**config.mk**
```make
export PLATFORM = sky130hd
export DESIGN_NAME = regfile_scoreboard
export DESIGN_NICKNAME = d
export VERILOG_FILES = /design/src/rtl/regfile_scoreboard.sv
export SDC_FILE = /design/constraint.sdc
export NUM_CORES = 1
export LEC_CHECK = 0
export CAP_MARGIN = 0
export CORE_MARGIN = 2
export CORE_UTILIZATION = 45
export CTS_BUF_LIST = sky130_fd_sc_hd__clkbuf_4
export DETAILED_ROUTE_END_ITERATION = 7
export DONT_BUFFER_PORTS = 1
export PLACE_DENSITY = 0.72
export SYNTH_ARGS = -nofsm -noshare
export SYNTH_HDL_FRONTEND = slang
export SYNTH_SLANG_ARGS = --single-unit
```
**constraint.sdc**
```tcl
create_clock -name clk -period 2.9 [get_ports clk]
set_input_delay 0.29 -clock clk [delete_from_list [all_inputs] [get_ports clk]]
set_output_delay 0.29 -clock clk [all_outputs]
set_load 0.02 [all_outputs]
```
**src/rtl/regfile_scoreboard.sv**
```systemverilog
// Read-after-write interlock for the decode-stage register file: tracks in-flight
// destinations through a fixed-latency pipeline, stalls dependent decodes, counts stalls.
module regfile_scoreboard #(
    parameter int DEPTH     = 3,
    parameter bit WB_BYPASS = 1'b0,
    parameter int LINK_REG  = 14,
    parameter int PC_REG    = 15,
    parameter int CNT_W     = 16
) (
    input  logic             clk,
    input  logic             rst,
    input  logic             dec_valid,
    input  logic [3:0]       dec_a1,
    input  logic             dec_a1_used,
    input  logic [3:0]       dec_a2,
    input  logic             dec_a2_used,
    input  logic [3:0]       dec_rd,
    input  logic             dec_rd_write,
    input  logic             dec_link,
    input  logic             flush,
    output logic             stall,
    output logic             issue,
    output logic [15:0]      pending,
    output logic             wb_valid,
    output logic             wb_rd_valid,
    output logic [3:0]       wb_rd,
    output logic             wb_link,
    output logic [CNT_W-1:0] stall_cnt
);

    typedef struct packed {
        logic       valid;
        logic       rd_valid;
        logic [3:0] rd;
        logic       link;
    } entry_t;

    localparam logic [3:0] LINK_IDX = 4'(LINK_REG);
    localparam logic [3:0] PC_IDX   = 4'(PC_REG);
    // With a write-before-read register file the writeback entry is already visible.
    localparam int CHK = WB_BYPASS ? DEPTH - 1 : DEPTH;

    entry_t stage_q [DEPTH];
    entry_t new_entry;
    logic   hazard;

    always_comb begin
        // NOTE: every always_comb output gets a default first so no latch is inferred.
        pending = '0;
        for (int i = 0; i < CHK; i++) begin
            if (stage_q[i].valid && stage_q[i].rd_valid) pending[stage_q[i].rd] = 1'b1;
            if (stage_q[i].valid && stage_q[i].link)     pending[LINK_IDX]      = 1'b1;
        end
        pending[PC_IDX] = 1'b0;
    end

    assign hazard = (dec_a1_used && (dec_a1 != PC_IDX) && pending[dec_a1])
                 || (dec_a2_used && (dec_a2 != PC_IDX) && pending[dec_a2]);
    assign stall  = dec_valid &&  hazard && !flush;
    assign issue  = dec_valid && !hazard && !flush;

    always_comb begin
        new_entry.valid    = 1'b1;
        new_entry.rd_valid = dec_rd_write && (dec_rd != PC_IDX);
        new_entry.rd       = dec_rd;
        new_entry.link     = dec_link;
    end

    always_ff @(posedge clk) begin
        if (rst) begin
            // NOTE: the stages are control state, not storage; a stale valid bit would stall decode.
            for (int i = 0; i < DEPTH; i++) stage_q[i] <= '0;
            stall_cnt <= '0;
        end else begin
            // NOTE: non-blocking, so each stage takes its neighbour's pre-edge value.
            stage_q[0] <= issue ? new_entry : '0;
            for (int i = 1; i < DEPTH; i++) stage_q[i] <= stage_q[i-1];
            // A taken branch kills the youngest in-flight instruction as it advances.
            if (flush) stage_q[1] <= '0;
            if (stall && (stall_cnt != '1)) stall_cnt <= stall_cnt + CNT_W'(1);
        end
    end

    assign wb_valid    = stage_q[DEPTH-1].valid;
    assign wb_rd_valid = stage_q[DEPTH-1].rd_valid;
    assign wb_rd       = stage_q[DEPTH-1].rd;
    assign wb_link     = stage_q[DEPTH-1].link;

endmodule

```
After elaboration in Yosys (flattened, before gate mapping)
Memories as Yosys holds them, arrays and structs flattened.
Index checks and enable logic that the tools add are counted.
W data, S select, Z words.
{ "word_totals": {"romBits": 0, "memories": 1, "latch_bits": 0, "elab_cells": 70, "out_inout_bits": 41, "reg_bits": 16, "ramBits": 21, "input_bits": 20} }
{ "op_classes": {"n_lt_le_gt_ge": 8, "n_eq_ne": 4, "div": 0, "n_shift": 0, "mux": 27, "n_reduce_logical": 22, "bitwise_logic": 6, "add_sub_neg": 1, "multipliers": 0} }
{ "memory_table": {"columns": ["memory", "depth", "word_bits", "read_ports", "rd_ports_with_merged_regs", "wr", "line_no", "rtl"], "rows": [
  ["stage_q", 3, 7, 3, 0, 3, "43", "entry_t stage_q [DEPTH];"]
]} }
{ "op_table": {"columns": ["cell", "count"], "rows": [
  ["$mux W15", 3],
  ["$mux W7", 5],
  ["$or A15 B15 Y15", 2],
  ["$lt A4 B5 Y1 const B", 5],
  ["$logic_and A1 B1 Y1", 19],
  ["$add A16 B1 Y16 const B", 1],
  ["$ne A16 B16 Y1 const B", 1],
  ["$mux W1", 14],
  ["$demux W1 S4", 3],
  ["$ge A4 B1 Y1 const B", 3],
  ["$ne A4 B4 Y1 const B", 3],
  ["$bmux W1 S4", 2],
  ["$or A1 B1 Y1", 4],
  ["$logic_not A1 Y1", 2],
  ["$logic_or A1 B1 Y1", 1]
]} }

Logic depth before layout (Yosys ltp)
Gate-level depths: netlist of the first run.
An unclocked memory read counts as a cell.
{ "logic_depth": {"word_depth": 22, "ltp_mapped": 11, "depth_no_buf": 9} }

Worst setup path after synthesis of the first run
No wires, ideal clock.
{ "synth_path": {"kind": "reg-to-reg", "from": "mem stage_q[2][6] (netlist bit)", "to": "reg stall_cnt[13]", "period_less_slack_ns": 3.023, "arrival_time_ns": 2.900, "path_stages_with_launch": 9, "setup_ns": 0.123, "setup_slack_ns": -0.123, "n_path_buf": 0, "t_required_ns": 2.777, "path_cell_list": "dfxtp_1 nand4b_1 o22a_1 o21ai_0 o221ai_1 o41a_1 a2111oi_4 and3_1 mux2_1"} }
{ "synth_rtl": {"columns": ["element", "line_no", "rtl"], "rows": [
  ["start, declared", "43", null],
  ["end signal, assigned", "80", "if (stall && (stall_cnt != '1)) stall_cnt <= stall_cnt + CNT_W'(1);"],
  ["end, declared", "28", "output logic [CNT_W-1:0] stall_cnt"]
]} }

==> results.md, run 1 <==
* **Worst R2R Start** stage_q[2][2]$_SDFF_PP0_
* **skew final** 0.0145 ns
* **std cell rows** 25
* **setup total negative slack** 0 ns
* **commonest non-fill, non-tap cells in the layout** 40 x buf_4, 25 x dfxtp_1, 23 x nor2_1
* **cell count after synthesis** 273
* **data arrival at the endpoint of the critical path** 2.53 ns
* **final critical path time including I/O delays and setup** 2.82 ns
* **Seq/Total Area, Yosys** 0.332
* **cell area after placement** 2500 um^2
* **transition time of the tightest slew-check pin** 0.517 ns
* **type of origin of the critical path** flop
* **total wirelength of the detailed-routed design** 6.20 mm
* **worst hold path stage count** 1
* **endpoint of the worst register-to-register path** stall_cnt[12]$_SDFFE_PP0P_
* **total die area** 5530 um^2
* **status** finished clean
* **type of the worst setup path** reg2out
* **number of antenna violations at the first check in global routing** 0
* **Worst path max stage delay** 0.39 ns
* **CTS buffer count** 5
* **Max Clock Freq** 355 MHz
* **Final ANT Viol Nets** 0
* **unique cell type count in the Yosys netlist** 49
* **Hold EP** stage_q[0][3]$_SDFF_PP0_
* **DRC** 0
* **Final Setup Violations** 0
* **initial core utilization** 0.469
* **net count after synthesis** 294
* **final layout net count** 336
* **highest net fanout along the worst path** 5
* **highest ir drop seen on vdd** 0.275 mV
* **max-slew violations** 0
* **hold path startpoint** dec_rd[2]
* **Top Ports** 61
* **Critical Path Sink Type** output port
* **most prevalent standard cell on the critical path** buf_4
* **maximum number of pins on one net before global-route repair** 25
* **clock-pin slew reported for the worst setup and hold paths after clock tree synthesis** 0.12 ns
* **met2 wire length** 2.94 mm
* **Starting DRT DRC Count** 134
* **length in cells of the worst reg-to-reg path** 13
* **WL met3** 491 um
* **TritonCTS Sinks** 37
* **Worst path slowest cell** o41a_1
* **post-synthesis to final-layout area growth** 26.9%
* **PD cells** 367 nW/um^2
* **count of buffers inserted at the top-level ports** 0
* **number of antenna diodes** 0
* **deepest level of the CTS H-tree** 2
* **clk_lat worst skew** 0.35 ns
* **most common cell after layout, fill and taps aside** buf_4
* **RSZ-0062 raised after global routing** true
* **core area** 4750 um^2
* **Mapped Avg Cell Area** 8.17 um^2
* **flop-to-flop setup slack** 0.09 ns
* **number of endpoints with negative hold slack in the final report** 0
* **per-cell routed wire length** 16.2 um
* **Via Count** 2278
* **die span in y** 74.4 um
* **layout cell share with drive strength beyond 1** 0.285
* **Relative slew margins** 0.647
* **buffer levels on the longest clock path** 2
* **netlist area before placement** 2230 um^2
* **via count of the first global-routing pass** 2027
* **final weighted congestion in routability-driven placement** 0.964
* **static leakage** 1.12 nW
* **Main synth FF type** dfxtp_1
* **vias per cell** 5.95
* **class of the worst hold path** in2reg
* **synthesis-stage register bit count** 37
* **clock tree from TritonCTS** done
* **critical-path cell list** or2_4 -> o22ai_1 -> or2_1 -> mux2i_1 -> a22o_1 -> o41a_1 -> a21oi_1 -> buf_4 -> buf_4
* **horizontal die dimension** 74.4 um
* **global-route usage over all layers** 0.220
* **total congestion overflow** 0
* **CP Data Required Time** 2.61 ns
* **met1 WL** 2.64 mm
* **count of yosys warnings during synthesis** 0
* **top layer in use** met4
* **number of max-cap violations** 0
* **first-pass iteration count of the detailed router** 4
* **CTS Root Cell** clkbuf_4
* **Period Utilization, post-route** 0.972
* **Design Area, Final** 2830 um^2
* **post-synthesis async set-or-reset flop share** 0
* **first-pass GRT wire length** 9.47 mm
* **HPWL Detailed** 4.41 mm
* **count of flip-flops with a built-in enable after synthesis** 0
[cell type report]
cell class	count	area (um^2)
Clock inverter	3	65.1
Multi-Input combinational cell	218	1520
Fill cell	443	1930
Sequential cell	37	766
Timing Repair Buffer	42	320
Inverter	11	41.3
Tap cell	67	83.8
Clock buffer	5	37.5
[cell families after synthesis]
| kind of cell | synth area share |
|---|---|
| simple gates | 0.346 |
| compound gates | 0.224 |
| flops | 0.332 |
| buf+inv | 0.0337 |
| mux | 0.0527 |
| fa+ha+maj | 0.00561 |
| other cells | 0.00168 |
| xor+xnor | 0.00393 |
[power by group]
part / switching, mW / total, mW / internal [mW]
registers: 0.00917 / 0.520 / 0.511
logic: 0.0386 / 0.0748 / 0.0362
clock network: 0.176 / 0.443 / 0.267
[how the worst max path moves through the flow]
stage,from,endpoint,slack (ns),cells after the start
after floorplan,stage_q[2][6]$_SDFF_PP0_,stall_cnt[13]$_SDFFE_PP0P_,0.04,8
after detailed placement,stage_q[2][6]$_SDFF_PP0_,stall_cnt[13]$_SDFFE_PP0P_,0.15,9
after global placement,stage_q[1][6]$_SDFF_PP0_,stall_cnt[0]$_SDFFE_PP0P_,0.20,10
after CTS,stage_q[2][1]$_SDFF_PP0_,stall,0.001,10
final,stage_q[1][2]$_SDFF_PP0_,stall,0.08,9
after global routing,stage_q[1][2]$_SDFF_PP0_,stall,-0.03,9
[routing by layer]
metal,track usage,up-vias
met5,0,-
met4,0.0833,0
met3,0.0678,17
met2,0.350,98
met1,0.279,1079
li1,-,1084
[critical path, delay by kind of cell, from the launching register on]
kind                   cells  cell delay (ns)
AO/OA/AOI/OAI              4             0.94
AND/OR/NAND/NOR            2             0.50
flip-flops                 1             0.35
buffers and inverters      2             0.30
multiplexers               1             0.11
[per-stage QoR]
stage	hold WS, ns	instances	setup slack (ns)	util	power, mW
after floorplan	0.412	273	0.0409	-	0.587
after global routing	0.0378	383	-0.0261	0.595	1.08
after detailed placement	0.363	361	0.147	0.525	0.591
after global placement	0.362	361	0.204	0.525	0.590
final	0.0576	383	0.0798	0.595	1.04
after CTS	0.00297	377	0.00122	0.573	1.04
[Yosys cell counts, drive strengths merged, types with 2 or more instances]
cell type  count  area [um^2]
nand4b         7         61.3
mux2           6         67.6
nand3          7         35.0
o21ai         14         73.8
inv           11         41.3
o22a           5         43.8
clkbuf         5         18.8
or2           10         62.6
a211oi         2         15.0
a21o           4         30.0
buf            2         15.0
o211a          2         20.0
nand2         16         60.1
o32ai          2         17.5
o31ai          3         27.5
and3           8         50.1
a311oi         2         17.5
a2111oi        2         36.3
nand4bb        3         33.8
a31o           2         17.5
nor2          23         86.3
nor3           7         35.0
a31oi          3         18.8
nand4         11         68.8
and2          16          100
nand2b        10         62.6
mux2i          5         50.1
o22ai          9         56.3
a21oi          9         45.0
dfxtp         37          741
o21bai         3         26.3
nor2b         17          106
[sequential cells by signal, indices dropped and copies added (netlist names)]
signal     count
stall_cnt     16
stage_q       21
[timing repair]
action / 4_1_cts / 5_1_grt
hold endpoints to repair: 10 / 5
endpoints found under the setup margin: 1 / 6
hold buffers: 1 / 1
buffers inserted: 7 / 5
resized for setup: 10 / 20
pin swaps: 6 / 11
Note: power is estimated with default switching activity, not from simulation.
==> run 2: changes to the inputs <==
==> constraint.sdc (replaced) <==
create_clock -name clk -period 2.9 [get_ports clk]
set_input_delay 0.58 -clock clk [delete_from_list [all_inputs] [get_ports clk]]
set_output_delay 0.58 -clock clk [all_outputs]
set_load 0.02 [all_outputs]
==> results.md, run 2 (synthesized netlist as in run 1, its figures left out) <==
* **final weighted congestion in routability-driven placement** 0.912, -5.4%
* **length in cells of the worst reg-to-reg path** 15, +2
* **CP Data Required Time** 2.32 ns, -0.29 ns
* **CTS Root Cell** clkbuf_4
* **violated checks** setup timing
* **total die area** 5530 um^2, unchanged
* **total congestion overflow** 0, unchanged
* **Final Instance Count excl. Fillers** 392, +2.3%
* **most common cell after layout, fill and taps aside** buf_4
* **clk_lat worst skew** 0.32 ns, -0.03 ns
* **type of origin of the critical path** flop
* **Via Count** 2287, +0.40%
* **Starting DRT DRC Count** 134, unchanged
* **worst hold path stage count** 1, unchanged
* **initial core utilization** 0.469, unchanged
* **commonest non-fill, non-tap cells in the layout** 50 x buf_4, 23 x nor2_1, 20 x dfxtp_1
* **clock tree from TritonCTS** done
* **global-route usage over all layers** 0.227, +0.00736
* **TritonCTS Sinks** 37, unchanged
* **data arrival at the endpoint of the critical path** 2.49 ns, -0.04 ns
* **maximum number of pins on one net before global-route repair** 34, +36%
* **endpoint of the worst register-to-register path** stage_q[0][5]$_SDFF_PP0_
* **final layout net count** 346, +3.0%
* **Hold EP** stall_cnt[9]$_SDFFE_PP0P_
* **# fillers** 431, -2.7%
* **number of endpoints with negative hold slack in the final report** 0, unchanged
* **max-slew violations** 0, unchanged
* **transition time of the tightest slew-check pin** 0.501 ns, -0.0158 ns
* **status** finished with violations
* **first-pass GRT wire length** 9.75 mm, +2.9%
* **per-cell routed wire length** 16.2 um, about the same
* **hold path startpoint** rst
* **die span in y** 74.4 um, unchanged
* **number of max-cap violations** 0, unchanged
* **layout cell share with drive strength beyond 1** 0.329, +0.0444
* **core area** 4750 um^2, unchanged
* **type of the worst setup path** reg2out
* **overall power** 0.849 mW, -18%
* **Max Clock Freq** 326 MHz, -8.0%
* **static leakage** 1.15 nW, +2.7%
* **number of buffers inserted for hold repair after clock tree synthesis** 0, -1
* **flip-flop count of the largest register, all copies and words added** 21, unchanged
* **total wirelength of the detailed-routed design** 6.35 mm, +2.5%
* **Relative slew margins** 0.657, +0.0108
* **least setup slack across all paths after layout** -0.166 ns, -0.246 ns
* **Top Ports** 61, unchanged
* **DRC** 0, unchanged
* **HPWL Detailed** 4.67 mm, +5.9%
* **registers with the highest flip-flop counts** stage_q: 21 flops, stall_cnt: 16 flops
* **count of buffers inserted at the top-level ports** 0, unchanged
* **horizontal die dimension** 74.4 um, unchanged
* **flop-to-flop setup slack** -0.07 ns, -0.16 ns
* **CTS buffer count** 5, unchanged
* **highest ir drop seen on vdd** 0.316 mV, +15%
* **post-synthesis to final-layout area growth** 29.5%
* **buffer levels on the longest clock path** 2, unchanged
* **number of antenna violations at the first check in global routing** 0, unchanged
* **number of antenna diodes** 0, unchanged
* **deepest level of the CTS H-tree** 2, unchanged
* **final critical path time including I/O delays and setup** 3.07 ns, +0.246 ns
* **PD cells** 294 nW/um^2, -20%
* **Period Utilization, post-route** 1.06, +0.0848
* **vias per cell** 5.83, -1.9%
* **Critical Path Sink Type** output port
* **std cell rows** 25, unchanged
* **number of placed cells counting well taps** 365, +1.1%
* **clock-pin slew reported for the worst setup and hold paths after clock tree synthesis** 0.10 ns, -0.02 ns
* **Worst R2R Start** stage_q[1][6]$_SDFF_PP0_
* **via count of the first global-routing pass** 2078, +2.5%
* **skew final** 0.00871 ns, -0.00579 ns
* **Final ANT Viol Nets** 0, unchanged
* **register bank with the most flops** stage_q
* **RSZ-0062 raised after global routing** true
* **highest net fanout along the worst path** 7, +2
* **Final Setup Violations** 8, +8
* **first-pass iteration count of the detailed router** 4, unchanged
* **class of the worst hold path** in2reg
[run 2: changes by cell type in the layout (fill, tap and decap cells not counted), sizes merged]
cell | before | now
bufinv | 2 | 0
dlygate4sd3 | 2 | 0
buf | 40 | 52
clkbuf | 5 | 6
[run 2: repair_timing]
action                                  4_1_cts  5_1_grt
gates cloned                                  1        0
hold endpoints to repair                      0        0
pin swaps                                    15       16
setup buffers                                12        7
endpoints found under the setup margin        2       15
gates resized for setup                      28       15
[run 2: how the worst max path moves through the flow]
stage                                  start                    endpoint  slack (ns)  cells past startpoint
floorplan           stage_q[2][6]$_SDFF_PP0_  stall_cnt[13]$_SDFFE_PP0P_        0.04                      8
global placement    stage_q[0][6]$_SDFF_PP0_   stall_cnt[8]$_SDFFE_PP0P_        0.04                     10
detailed placement  stage_q[0][6]$_SDFF_PP0_   stall_cnt[8]$_SDFFE_PP0P_        0.06                     10
CTS                 stage_q[1][6]$_SDFF_PP0_                       issue       -0.11                      9
global route        stage_q[0][3]$_SDFF_PP0_                       stall       -0.27                      8
finish              stage_q[0][3]$_SDFF_PP0_                       stall       -0.17                      8
[run 2: stage by stage]
| step | utilization | area, um^2 | setup TNS (ns) | setup WS (ns) | hold slack (ns) |
|---|---|---|---|---|---|
| after detailed placement | 0.532 | 2530 | 0 | 0.0563 | 0.474 |
| after CTS | 0.583 | 2770 | -0.285 | -0.106 | 0.295 |
| after floorplan | - | 2240 | 0 | 0.0409 | 0.430 |
| final | 0.607 | 2890 | -0.593 | -0.166 | 0.313 |
| after global placement | 0.532 | 2530 | 0 | 0.0443 | 0.468 |
| after global routing | 0.607 | 2890 | -2.05 | -0.275 | 0.276 |
[run 2: report_power, final]
part	internal [mW]	switching (mW)	total (mW)	leakage, nW
registers	0.510	0.00880	0.519	0.309
clock network	0.0975	0.151	0.248	0.0292
logic	0.0431	0.0391	0.0821	0.815
total	0.651	0.199	0.849	1.15
[run 2: critical path: stages (launching register included)]
cell and delay [ns]:
dfxtp_2 0.34, nand4b_1 0.33, o22a_1 0.32, o211a_1 0.13, o21ai_1 0.11, o221ai_1 0.13
o41a_1 0.43, a21oi_2 0.21, buf_6 0.17
[run 2: per-layer routing]
metal | global-route usage | up-vias | routed length (um)
li1 | - | 1110 | -
met1 | 0.304 | 1082 | 2900
met2 | 0.363 | 76 | 2920
met3 | 0.0434 | 19 | 352
met4 | 0.0853 | 0 | 178
met5 | 0 | - | 0
[run 2: layout make-up]
| class | instances | area (um^2) | area share |
|---|---|---|---|
| Sequential cell | 37 | 774 | 0.268 |
| Multi-Input combinational cell | 218 | 1550 | 0.536 |
| Inverter | 11 | 41.3 | 0.0143 |
| Clock buffer | 6 | 45.0 | 0.0156 |
| Tap cell | 67 | 83.8 | 0.0290 |
| Clock inverter | 1 | 3.75 | 0.00130 |
| Timing Repair Buffer | 52 | 392 | 0.136 |
==> run 3: changes to the inputs <==
- CORE_UTILIZATION: 45 -> 50
- CTS_CLUSTER_SIZE: default -> 28
- PLACE_DENSITY: 0.72 -> 0.68
==> results.md, run 3 (synthesized netlist as in run 1, its figures left out) <==
* **length in cells of the worst reg-to-reg path** 11, -4
* **Final Setup Violations** 2, -6
* **endpoint of the worst register-to-register path** stall_cnt[7]$_SDFFE_PP0P_
* **HPWL Detailed** 4.68 mm, +0.39%
* **highest ir drop seen on vdd** 0.308 mV, -2.6%
* **Design Area, Final** 2860 um^2, -0.87%
* **setup total negative slack** -0.298 ns, +0.296 ns
* **worst hold path stage count** 1, unchanged
* **clock tree from TritonCTS** done
* **Period Utilization, post-route** 1.05, -0.00373
* **hold slack** 0.284 ns, -0.0289 ns
* **CTS buffer count** 5, unchanged
* **highest net fanout along the worst path** 6, -1
* **worst setup path start** stage_q[0][3]$_SDFF_PP0_
* **first-pass GRT wire length** 9.88 mm, +1.3%
* **RSZ-0062 raised after global routing** true
* **total wirelength of the detailed-routed design** 6.41 mm, +0.94%
* **most common cell after layout, fill and taps aside** buf_4
* **die span in y** 70.8 um, -4.9%
* **total die area** 5010 um^2, -9.5%
* **placement-stage worst setup slack** 0.0479 ns, -0.00843 ns
* **std cell rows** 24, -4.0%
* **final core utilization** 0.662, +0.0546
* **number of endpoints with negative hold slack in the final report** 0, unchanged
* **skew final** 0.00735 ns, -0.00136 ns
* **Final ANT Viol Nets** 0, unchanged
* **clk_lat worst skew** 0.34 ns, +0.02 ns
* **PD cells** 305 nW/um^2, +3.6%
* **cell area after placement** 2520 um^2, -0.15%
* **final layout net count** 340, -1.7%
* **deepest level of the CTS H-tree** 2, unchanged
* **static leakage** 1.11 nW, -3.5%
* **class of the worst hold path** in2reg
* **initial core utilization** 0.516, +0.0467
* **buffer levels on the longest clock path** 2, unchanged
* **Max Clock Freq** 327 MHz, +0.35%
* **data arrival at the endpoint of the critical path** 2.48 ns, about the same
* **flop-to-flop setup slack** 0.02 ns, +0.09 ns
* **via count of the first global-routing pass** 2059, -0.91%
* **final critical path time including I/O delays and setup** 3.06 ns, -0.0108 ns
* **post-synthesis to final-layout area growth** 28.3%
* **max-slew violations** 0, unchanged
* **commonest non-fill, non-tap cells in the layout** 45 x buf_4, 23 x nor2_1, 19 x dfxtp_1
* **Top Ports** 61, unchanged
* **number of antenna diodes** 0, unchanged
* **Via Count** 2279, -0.35%
* **flip-flop count of the largest register, all copies and words added** 21, unchanged
* **overall power** 0.872 mW, +2.7%
* **least setup slack across all paths after layout** -0.155 ns, +0.0108 ns
* **core area** 4320 um^2, -9.1%
* **final weighted congestion in routability-driven placement** 0.977, +7.1%
* **vias per cell** 6.13, +5.0%
* **horizontal die dimension** 70.8 um, -4.9%
* **CP Capture Point** stall
* **type of origin of the critical path** flop
* **Relative slew margins** 0.676, +0.0189
* **CP Data Required Time** 2.32 ns, about the same
* **type of the worst setup path** reg2out
* **Final Instance Count excl. Fillers** 372, -5.1%
* **Critical Path Sink Type** output port
* **CTS Root Cell** clkbuf_4
* **maximum number of pins on one net before global-route repair** 34, unchanged
* **violated checks** setup timing
* **Starting DRT DRC Count** 94, -30%
* **per-cell routed wire length** 17.2 um, +6.4%
* **Worst R2R Start** stage_q[0][3]$_SDFF_PP0_
* **number of max-cap violations** 0, unchanged
* **number of buffers inserted for hold repair after clock tree synthesis** 0, unchanged
* **TritonCTS Sinks** 37, unchanged
* **count of buffers inserted at the top-level ports** 0, unchanged
* **registers with the highest flip-flop counts** stage_q: 21 flops, stall_cnt: 16 flops
* **total congestion overflow** 0, unchanged
* **register bank with the most flops** stage_q
* **number of placed cells counting well taps** 352, -3.6%
* **layout cell share with drive strength beyond 1** 0.338, +0.00827
* **first-pass iteration count of the detailed router** 5, +1
* **global-route usage over all layers** 0.250, +0.0227
* **transition time of the tightest slew-check pin** 0.473 ns, -0.0276 ns
* **number of antenna violations at the first check in global routing** 0, unchanged
* **status** finished with violations
* **DRC** 0, unchanged
* **clock-pin slew reported for the worst setup and hold paths after clock tree synthesis** 0.12 ns, +0.02 ns
==> run 3: final cells by class <==
type / instances / area, um^2
Timing Repair Buffer: 46 / 349
Clock inverter: 3 / 22.5
Sequential cell: 37 / 781
Inverter: 11 / 41.3
Clock buffer: 5 / 37.5
Fill cell: 387 / 1460
Tap cell: 52 / 65.1
Multi-Input combinational cell: 218 / 1570
==> run 3: worst max-delay path, cell delays in order, from the launching register on <==
cell and delay [ns]:
dfxtp_2 0.36, nand4b_1 0.30, buf_4 0.22, o22a_1 0.20, o21ai_2 0.11, o221ai_1 0.19, o41a_1 0.41, a21oi_2 0.19
buf_6 0.16
==> run 3: layer usage <==
| layer | part of all wire | wire length, um | track usage |
|---|---|---|---|
| met5 | 0 | 0 | 0 |
| met4 | 0.0084 | 54 | 0.0818 |
| met3 | 0.071 | 454 | 0.0755 |
| met2 | 0.49 | 3120 | 0.407 |
| met1 | 0.43 | 2780 | 0.316 |
==> run 3: worst min path at each step <==
stage                                end                     start
3_5_place_dp    stage_q[1][0]$_SDFF_PP0_  stage_q[0][0]$_SDFF_PP0_
4_1_cts        stall_cnt[5]$_SDFFE_PP0P_                       rst
6_report       stall_cnt[5]$_SDFFE_PP0P_                       rst
3_3_place_gp    stage_q[1][0]$_SDFF_PP0_  stage_q[0][0]$_SDFF_PP0_
2_1_floorplan   stage_q[1][0]$_SDFF_PP0_  stage_q[0][0]$_SDFF_PP0_
5_1_grt         stage_q[2][0]$_SDFF_PP0_                       rst
==> run 3: where the power goes <==
| group | leakage [nW] | switching, mW | total, mW | internal [mW] |
|---|---|---|---|---|
| registers | 0.310 | 0.00925 | 0.517 | 0.508 |
| clock network | 0.0234 | 0.183 | 0.277 | 0.0937 |
| logic | 0.780 | 0.0383 | 0.0776 | 0.0393 |
==> run 3: timing repair <==
item                                    in CTS  in global routing
endpoints found under the hold margin        0                  0
resized for setup                           25                 23
endpoints found under the setup margin       2                 16
buffers inserted                            11                  2
pin swaps                                   13                  5
